### config.mk
export PLATFORM = sky130hd
export DESIGN_NAME = adc_clkgen_seq
export DESIGN_NICKNAME = d
export VERILOG_FILES = /design/src/rtl/adc_clkgen_seq.sv
export SDC_FILE = /design/constraint.sdc
export NUM_CORES = 1
export LEC_CHECK = 0
export ABC_CLOCK_PERIOD_IN_PS = 3600
export BUFFER_PORTS_ARGS = -buffer_cell sky130_fd_sc_hd__buf_4
export CORE_MARGIN = 2
export CORE_UTILIZATION = 30
export CTS_CLUSTER_DIAMETER = 100
export DETAILED_ROUTE_END_ITERATION = 12
export SLEW_MARGIN = 25
export SYNTH_ARGS = -nofsm -noshare
export SYNTH_HDL_FRONTEND = slang
export SYNTH_SLANG_ARGS = --single-unit
export TNS_END_PERCENT = 50
### constraint.sdc
create_clock -name clk -period 3.6 [get_ports clk]
set_input_delay 0.72 -clock clk [delete_from_list [all_inputs] [get_ports clk]]
set_output_delay 0.72 -clock clk [all_outputs]
set_load 0.05 [all_outputs]
### src/rtl/adc_clkgen_seq.sv
// SAR ADC conversion-clock sequencer: sample window, comparator clock and SAR clock
// phases generated from programmable delay counters, with a comparator-decision timeout.
module adc_clkgen_seq #(
    parameter int unsigned NUM_CYCLES = 12,
    parameter int unsigned CNT_W      = 6,
    parameter int unsigned TIMEOUT    = 63
) (
    input  logic             clk,
    input  logic             rst,
    input  logic             ena_in,
    input  logic             start_conv_in,
    input  logic             ndecision_finish_in,
    input  logic             enable_dlycontrol_in,
    input  logic [CNT_W-1:0] dly1_in,
    input  logic [CNT_W-1:0] dly2_in,
    input  logic [CNT_W-1:0] dly3_in,
    input  logic [CNT_W-1:0] dly4_in,
    output logic             sample_out,
    output logic             nsample_out,
    output logic             clk_comp_out,
    output logic             clk_dig_out,
    output logic             busy_out,
    output logic             conv_done_out,
    output logic             timeout_out
);
    localparam int unsigned BIT_W = (NUM_CYCLES > 1) ? $clog2(NUM_CYCLES) : 1;
    localparam int unsigned TO_W  = $clog2(TIMEOUT + 1);
    localparam int unsigned CW    = (CNT_W > TO_W) ? CNT_W : TO_W;

    typedef enum logic [2:0] {
        S_IDLE, S_SAMPLE, S_DLY1, S_COMP, S_DLY2, S_DIG, S_DONE
    } state_e;

    state_e           state_q, state_d;
    logic [CW-1:0]    cnt_q, cnt_d;
    logic [BIT_W-1:0] bit_q, bit_d;
    logic [CNT_W-1:0] d1_q, d1_d, d2_q, d2_d, d3_q, d3_d, d4_q, d4_d;
    logic             start_s1_q, start_s2_q, start_dl_q;
    logic             ndec_s1_q, ndec_s2_q;
    logic             start_edge, phase_last, tmo_hit;
    logic [CNT_W-1:0] phase_len;
    logic             sample_d, clk_comp_d, clk_dig_d, busy_d, conv_done_d, timeout_d;

    // Zero programs a one-cycle phase; delay control off forces the longest phase.
    function automatic logic [CNT_W-1:0] eff_dly(input logic ctl, input logic [CNT_W-1:0] d);
        if (!ctl) return '1;
        if (d == '0) return CNT_W'(1);
        return d;
    endfunction

    always_ff @(posedge clk or posedge rst) begin
        if (rst) begin
            start_s1_q <= 1'b0;
            start_s2_q <= 1'b0;
            start_dl_q <= 1'b0;
            ndec_s1_q  <= 1'b1;
            ndec_s2_q  <= 1'b1;
        end else begin
            start_s1_q <= start_conv_in;
            start_s2_q <= start_s1_q;
            start_dl_q <= start_s2_q;
            ndec_s1_q  <= ndecision_finish_in;
            ndec_s2_q  <= ndec_s1_q;
        end
    end

    assign start_edge = start_s2_q & ~start_dl_q;

    always_ff @(posedge clk or posedge rst) begin
        if (rst) begin
            state_q <= S_IDLE;
            cnt_q   <= '0;
            bit_q   <= '0;
            d1_q    <= '0;
            d2_q    <= '0;
            d3_q    <= '0;
            d4_q    <= '0;
        end else begin
            state_q <= state_d;
            cnt_q   <= cnt_d;
            bit_q   <= bit_d;
            d1_q    <= d1_d;
            d2_q    <= d2_d;
            d3_q    <= d3_d;
            d4_q    <= d4_d;
        end
    end

    always_comb begin
        case (state_q)
            S_SAMPLE: phase_len = d4_q;
            S_DLY2:   phase_len = d2_q;
            S_DIG:    phase_len = d3_q;
            default:  phase_len = d1_q;
        endcase
        phase_last = (cnt_q == (CW'(phase_len) - CW'(1)));
    end

    always_comb begin
        state_d = state_q;
        cnt_d   = cnt_q + CW'(1);
        bit_d   = bit_q;
        d1_d    = d1_q;
        d2_d    = d2_q;
        d3_d    = d3_q;
        d4_d    = d4_q;
        tmo_hit = 1'b0;
        case (state_q)
            S_IDLE: begin
                cnt_d = '0;
                if (start_edge && ena_in) begin
                    state_d = S_SAMPLE;
                    bit_d   = '0;
                    d1_d    = eff_dly(enable_dlycontrol_in, dly1_in);
                    d2_d    = eff_dly(enable_dlycontrol_in, dly2_in);
                    d3_d    = eff_dly(enable_dlycontrol_in, dly3_in);
                    d4_d    = eff_dly(enable_dlycontrol_in, dly4_in);
                end
            end
            S_SAMPLE: if (phase_last) begin state_d = S_DLY1; cnt_d = '0; end
            S_DLY1:   if (phase_last) begin state_d = S_COMP; cnt_d = '0; end
            S_COMP: begin
                // First two COMP cycles ignore the (possibly stale) decision input.
                if (cnt_q >= CW'(2) && !ndec_s2_q) begin
                    state_d = S_DLY2;
                    cnt_d   = '0;
                end else if (cnt_q == CW'(TIMEOUT - 1)) begin
                    state_d = S_DLY2;
                    cnt_d   = '0;
                    tmo_hit = 1'b1;
                end
            end
            S_DLY2:   if (phase_last) begin state_d = S_DIG; cnt_d = '0; end
            S_DIG: begin
                if (phase_last) begin
                    cnt_d = '0;
                    if (bit_q == BIT_W'(NUM_CYCLES - 1)) begin
                        state_d = S_DONE;
                    end else begin
                        state_d = S_DLY1;
                        bit_d   = bit_q + BIT_W'(1);
                    end
                end
            end
            S_DONE: begin
                state_d = S_IDLE;
                cnt_d   = '0;
            end
            default: begin
                state_d = S_IDLE;
                cnt_d   = '0;
            end
        endcase
        if (!ena_in) begin
            state_d = S_IDLE;
            cnt_d   = '0;
            tmo_hit = 1'b0;
        end
    end

    always_comb begin
        sample_d    = (state_d == S_SAMPLE);
        clk_comp_d  = (state_d == S_COMP);
        clk_dig_d   = (state_d == S_DIG);
        busy_d      = (state_d != S_IDLE);
        conv_done_d = (state_d == S_DONE);
        timeout_d   = tmo_hit;
    end

    always_ff @(posedge clk or posedge rst) begin
        if (rst) begin
            sample_out    <= 1'b0;
            nsample_out   <= 1'b1;
            clk_comp_out  <= 1'b0;
            clk_dig_out   <= 1'b0;
            busy_out      <= 1'b0;
            conv_done_out <= 1'b0;
            timeout_out   <= 1'b0;
        end else begin
            sample_out    <= sample_d;
            nsample_out   <= ~sample_d;
            clk_comp_out  <= clk_comp_d;
            clk_dig_out   <= clk_dig_d;
            busy_out      <= busy_d;
            conv_done_out <= conv_done_d;
            timeout_out   <= timeout_d;
        end
    end

endmodule

==> Word level (Yosys, flattened, before mapping) <==
Cells that the tools add are included.
{ "totals": {"regBits": 49, "inputBits": 30, "word_cells": 110} }
{ "op_classes": {"addsub": 3, "n_lt_le_gt_ge": 1, "eq_ne": 15, "mux": 56, "bitwise": 3, "reduce_logical": 13} }
{ "ops": {"columns": ["operator", "n"], "rows": [
  ["6-bit 2-to-1 mux", 17],
  ["3-bit 2-to-1 mux", 9],
  ["6-bit logical NOT", 4],
  ["1-bit 2-to-1 mux", 23],
  ["3-bit case mux with 6 select lines", 1],
  ["6-bit case mux with 3 select lines", 1],
  ["3-bit == test (second input constant)", 4],
  ["4-bit 2-to-1 mux", 3],
  ["6-bit case mux with 2 select lines", 1],
  ["3-bit by 2-bit == test with 1-bit output (second input constant)", 3],
  ["4-bit case mux with 2 select lines", 1],
  ["6-bit by 1-bit adder with 6-bit output (second input constant)", 1],
  ["3-bit by 1-bit == test with 1-bit output (second input constant)", 2],
  ["6-bit == test", 1],
  ["6-bit == test (second input constant)", 1],
  ["6-bit by 2-bit greater-or-equal comparator with 1-bit output (second input constant)", 1],
  ["2-bit inequality test (second input constant)", 3],
  ["6-bit by 1-bit subtractor with 6-bit output (second input constant)", 1],
  ["4-bit by 1-bit adder with 4-bit output (second input constant)", 1],
  ["4-bit == test (second input constant)", 1],
  ["4-bit AND reduction", 1],
  ["4-bit OR reduction", 1],
  ["3-bit logical NOT", 1],
  ["3-bit nonzero test", 1],
  ["other kinds (6)", 8]
]} }

==> Logic depth before layout (Yosys ltp) <==
{ "logic_depth": {"word_depth": 10, "mapped_depth": 15, "depth_no_buf": 12} }

==> Worst setup path after synthesis <==
OpenSTA, ideal clock, no wires.
{ "synth_path": {"kind": "register -> register", "start": "register state_q[0]", "end": "register clk_comp_out", "arrival_time_ps": 2823, "t_required_ps": 3504, "setup_slack_ps": 681, "stages_incl_launch_ff": 16, "path_buffers": 3, "period_less_slack_ps": 2919, "cell_sequence": "dfrtp_1 > buf_6 > buf_8 > nand2b_1 > and3_1 > or2_2 > ha_1 > xor2_1 > inv_1 > a221oi_2 > o311ai_1 > a211oi_2 > buf_6 > mux2i_1 > o21ai_2 > nor4_2"} }
{ "synth_between": {"elab_chain_len": 8, "elab_cells_between_ends": 19, "cone_classes": "add/sub (1); eq/ne (7); mux (10); reduce/logical (1)"} }
{ "synth_rtl": {"columns": ["element", "line", "rtl"], "rows": [
  ["start: declaration", "34", "state_e state_q, state_d;"],
  ["start signal: assignment", "79", "state_q <= state_d;"],
  ["3-bit == test or 3-bit by 1-bit == test with 1-bit output (tied branches)", "90, 108", null],
  ["6-bit case mux with 3 select lines", "90", "case (state_q)"],
  ["6-bit by 1-bit subtractor with 6-bit output", "96", "phase_last = (cnt_q == (CW'(phase_len) - CW'(1)));"],
  ["6-bit == test", "96", null],
  ["3-bit 2-to-1 mux (on tied branches)", null, null],
  ["3-bit case mux with 6 select lines (*)", "108", "case (state_q)"],
  ["3-bit 2-to-1 mux (*)", "154", "if (!ena_in) begin"],
  ["3-bit by 2-bit == test with 1-bit output (*)", "163", "clk_comp_d = (state_d == S_COMP);"],
  ["net clk_comp_d", "42", "logic sample_d, clk_comp_d, clk_dig_d, busy_d, conv_done_d, timeout_d;"],
  ["end signal: assignment", "182", "clk_comp_out <= clk_comp_d;"],
  ["end: declaration", "20", "output logic clk_comp_out,"]
]} }
Mark *: on every way through the listed nets, which the timed path passes. The rest lies on a longest branch.
A chain may end at the register's enable or synchronous reset.

==> Final worst setup path <==
Ends and elaborated chain as after synthesis.

==> impl_metrics.tcl <==
set metrics [dict create \
    hpwlAfterDp_um 4650 \
    grt_setup_unrepaired "false" \
    syn2layout_area_growth_pct 16.1 \
    firstDrtPassIters 4 \
    critPathCaptureType "flip-flop" \
    cts_tree "done" \
    p_sw_mw 0.366 \
    clock_power_share 0.276 \
    synthTopCellsByCount "dfrtp_1 (46), nand2_1 (42), o21ai_0 (31)" \
    synth_top_family_by_area "simple AND/OR/NAND/NOR gates" \
    max_cap_violations 0 \
    p_sw_frac 0.294 \
    htreeDepth 2 \
    cp_max_fo 27 \
    drc 0 \
    synth_enable_flop_cells 0 \
    fin_ws_ns 0.468 \
    post-route-period-util 0.870 \
    cts_setup_buffers 0 \
    synth_fa_ha_area_frac 0.0185 \
    period_needed_ns 3.13 \
    grt_antenna_before_repair 0 \
    core_area_um2 8720 \
    numCtsBuffers 5 \
    arrival_ns 3.34 \
    skew_ns 0.00489 \
    worstHoldPathCells 0 \
    io_buffers 36 \
    cellLeakagePower_nw 1.38 \
    synth.distinct_cells 57 \
    vias_per_cell 5.05 \
    synth_top_area_cell "dfrtp_1" \
    synthMuxAreaShare 0.0371 \
    outcome "completed" \
    ctsResizeCount 0 \
    yosysWarnings 0 \
    ys_ff_latch 49 \
    clock.fmax_mhz 319 \
    slew_violations 0 \
    nFillCells 920 \
    avgSynthCellArea_um2 9.22 \
    clkTransAtPathRegs_ns 0.09 \
    syn_area_um2 2700 \
    grt_max_degree 50 \
    yosysMostFrequentCell "dfrtp_1" \
    totalWireLength_um 6320 \
    final_core_util 0.360 \
    numClockSinks 49 \
    ios 37 \
    wl_per_cell_um 14.6 \
    first_global_vias 2218 \
    die_area_um2 9780 \
    die_w_um 98.9 \
    powerDensity_nw_per_um2 396 \
    cts_root_buf "clkbuf_8" \
    place.gp.congestion 0.829 \
    synthTopCellsByArea "dfrtp_1 (43%), nand2_1 (5.8%), o21ai_0 (5.7%)" \
    synth_top_area_share 0.426 \
    n_antenna_cell 0 \
    synth-compound-area-share 0.198 \
    critPathLaunch "state_q[0]" \
    fin_setup_tns_ns 0 \
    critPathLaunchType "flip-flop" \
    grt_usage 0.135 \
    irDropWorstVdd_mv 0.180 \
    timing.rr.start "state_q[0]" \
    ant_nets 0 \
    mappedNetlistNets 327 \
    slew-limit-headroom 0.430 \
    hold_buffers 0 \
    hold_violations 0 \
    crit_required_ns 3.81 \
    initial_core_util 0.310 \
    hp-class "reg2reg" \
    vias 2186 \
    total_power_mw 1.24 \
    final_layout_size_suffix_gt1_frac 0.212 \
    p_int_mw 0.877 \
    ys_seq_area_frac 0.455 \
    synthCells 293 \
    finalNetCount 358 \
    insertion_delay_ns 0.30 \
    crit_type "reg2reg" \
    r2r_cells 11 \
    synthSimpleGateAreaFrac 0.208 \
    drtIter0Drc 115 \
    reg2reg_to "clk_comp_out" \
    die_h_um 98.9 \
    cts_buffer_depth 2 \
    rrSetupSlack_ns 0.47 \
    fp-row-count 34 \
    grt_first_pass_wirelength_um 10800 \
    ys.flop_type "dfrtp_1" \
    setup_viol 0 \
    cp-endpoint "clk_comp_out" \
    grt_overflow 0 \
    power.share.combinational 0.197 \
    async_flop_share 1.00 \
    holdWs_ns 0.358 \
    worstMarginPinSlew_ns 0.855 \
    synth_xor_area_frac 0.0292 \
    post-place-ws_ns 0.491 \
    power_frac_seq 0.527 \
]
metal layers:
| metal | global-route usage | routed length (um) |
|---|---|---|
| met1 | 0.188 | 3170 |
| met2 | 0.218 | 2850 |
| met3 | 0.0255 | 267 |
| met4 | 0.0316 | 38 |
| met5 | 0 | 0 |
critical path, stage by stage (launching register included):
cell      delay (ns)
dfrtp_1         0.49
buf_4           0.33
mux2_2          0.40
o22ai_1         0.25
o21ai_0         0.18
a221oi_2        0.28
o311ai_1        0.15
a211oi_2        0.17
buf_4           0.21
mux2i_1         0.25
o21ai_2         0.09
nor4_2          0.23
logic make-up after synthesis:
logic type,count (synthesis)
flip-flops,49
multiplexers,9
XOR/XNOR,9
AND/OR/NAND/NOR,117
adder cells (fa/ha/maj),4
AO/OA/AOI/OAI,77
buffers and inverters,28
area by class of cell:
type | instances | area, um2 | area share
tap | 108 | 135 | 0.0431
timing repair buffer | 41 | 308 | 0.0981
multi-input combinational | 216 | 1330 | 0.423
sequential | 49 | 1230 | 0.392
inverter | 11 | 42.5 | 0.0136
clock buffer | 7 | 86.3 | 0.0275
clock inverter | 1 | 7.51 | 0.00239
power by group through the flow:
stage	Clock [mW]	Combinational [mW]	Sequential [mW]
2_1_floorplan	0	0.175	0.654
3_3_place_gp	0	0.239	0.665
3_5_place_dp	0	0.244	0.667
4_1_cts	0.356	0.246	0.656
5_1_grt	0.377	0.276	0.664
6_report	0.344	0.244	0.655
cell usage in the layout (no fill, tap or decap), types with 3 or more instances in the layout:
master / synthesis / layout
nand3_1: 9 / 9
nand4_1: 4 / 4
nand2b_1: 4 / 4
dfrtp_1: 46 / 46
buf_4: 1 / 41
or4_1: 4 / 4
nor2b_1: 6 / 6
dfstp_2: 3 / 3
o21ai_0: 31 / 31
mux2_2: 4 / 4
o22ai_1: 5 / 5
ha_1: 4 / 4
a31oi_1: 3 / 3
a21oi_1: 7 / 7
nor3_1: 3 / 3
and3_1: 5 / 5
inv_1: 10 / 9
xnor2_1: 3 / 3
xor2_1: 6 / 6
nor2_1: 30 / 29
nand2_1: 42 / 42
o32a_1: 4 / 4
clkbuf_8: 0 / 6
a211oi_1: 3 / 3
mux2i_1: 4 / 4
o211ai_1: 3 / 3
per-stage QoR:
stage	instance area, um2	instances
5_1_grt	3140	433
3_5_place_dp	3040	425
3_3_place_gp	3040	425
4_1_cts	3140	433
2_1_floorplan	2700	293
6_report	3140	433
how the worst min path moves through the flow:
stage                     from          to  slack (ns)
floorplan           start_s1_q  start_s2_q        0.33
global placement    start_s1_q  start_s2_q        0.34
detailed placement  start_s1_q  start_s2_q        0.34
CTS                 start_s1_q  start_s2_q        0.36
global route         ndec_s1_q   ndec_s2_q        0.37
finish              start_s1_q  start_s2_q        0.36
state kept, by name, summed over array words and instances (netlist names), 3 cells and up:
signal	count
bit_q	4
cnt_q	6
d1_q	6
d2_q	6
d3_q	6
d4_q	6
state_q	3
Note: power is estimated with default switching activity, not from simulation.
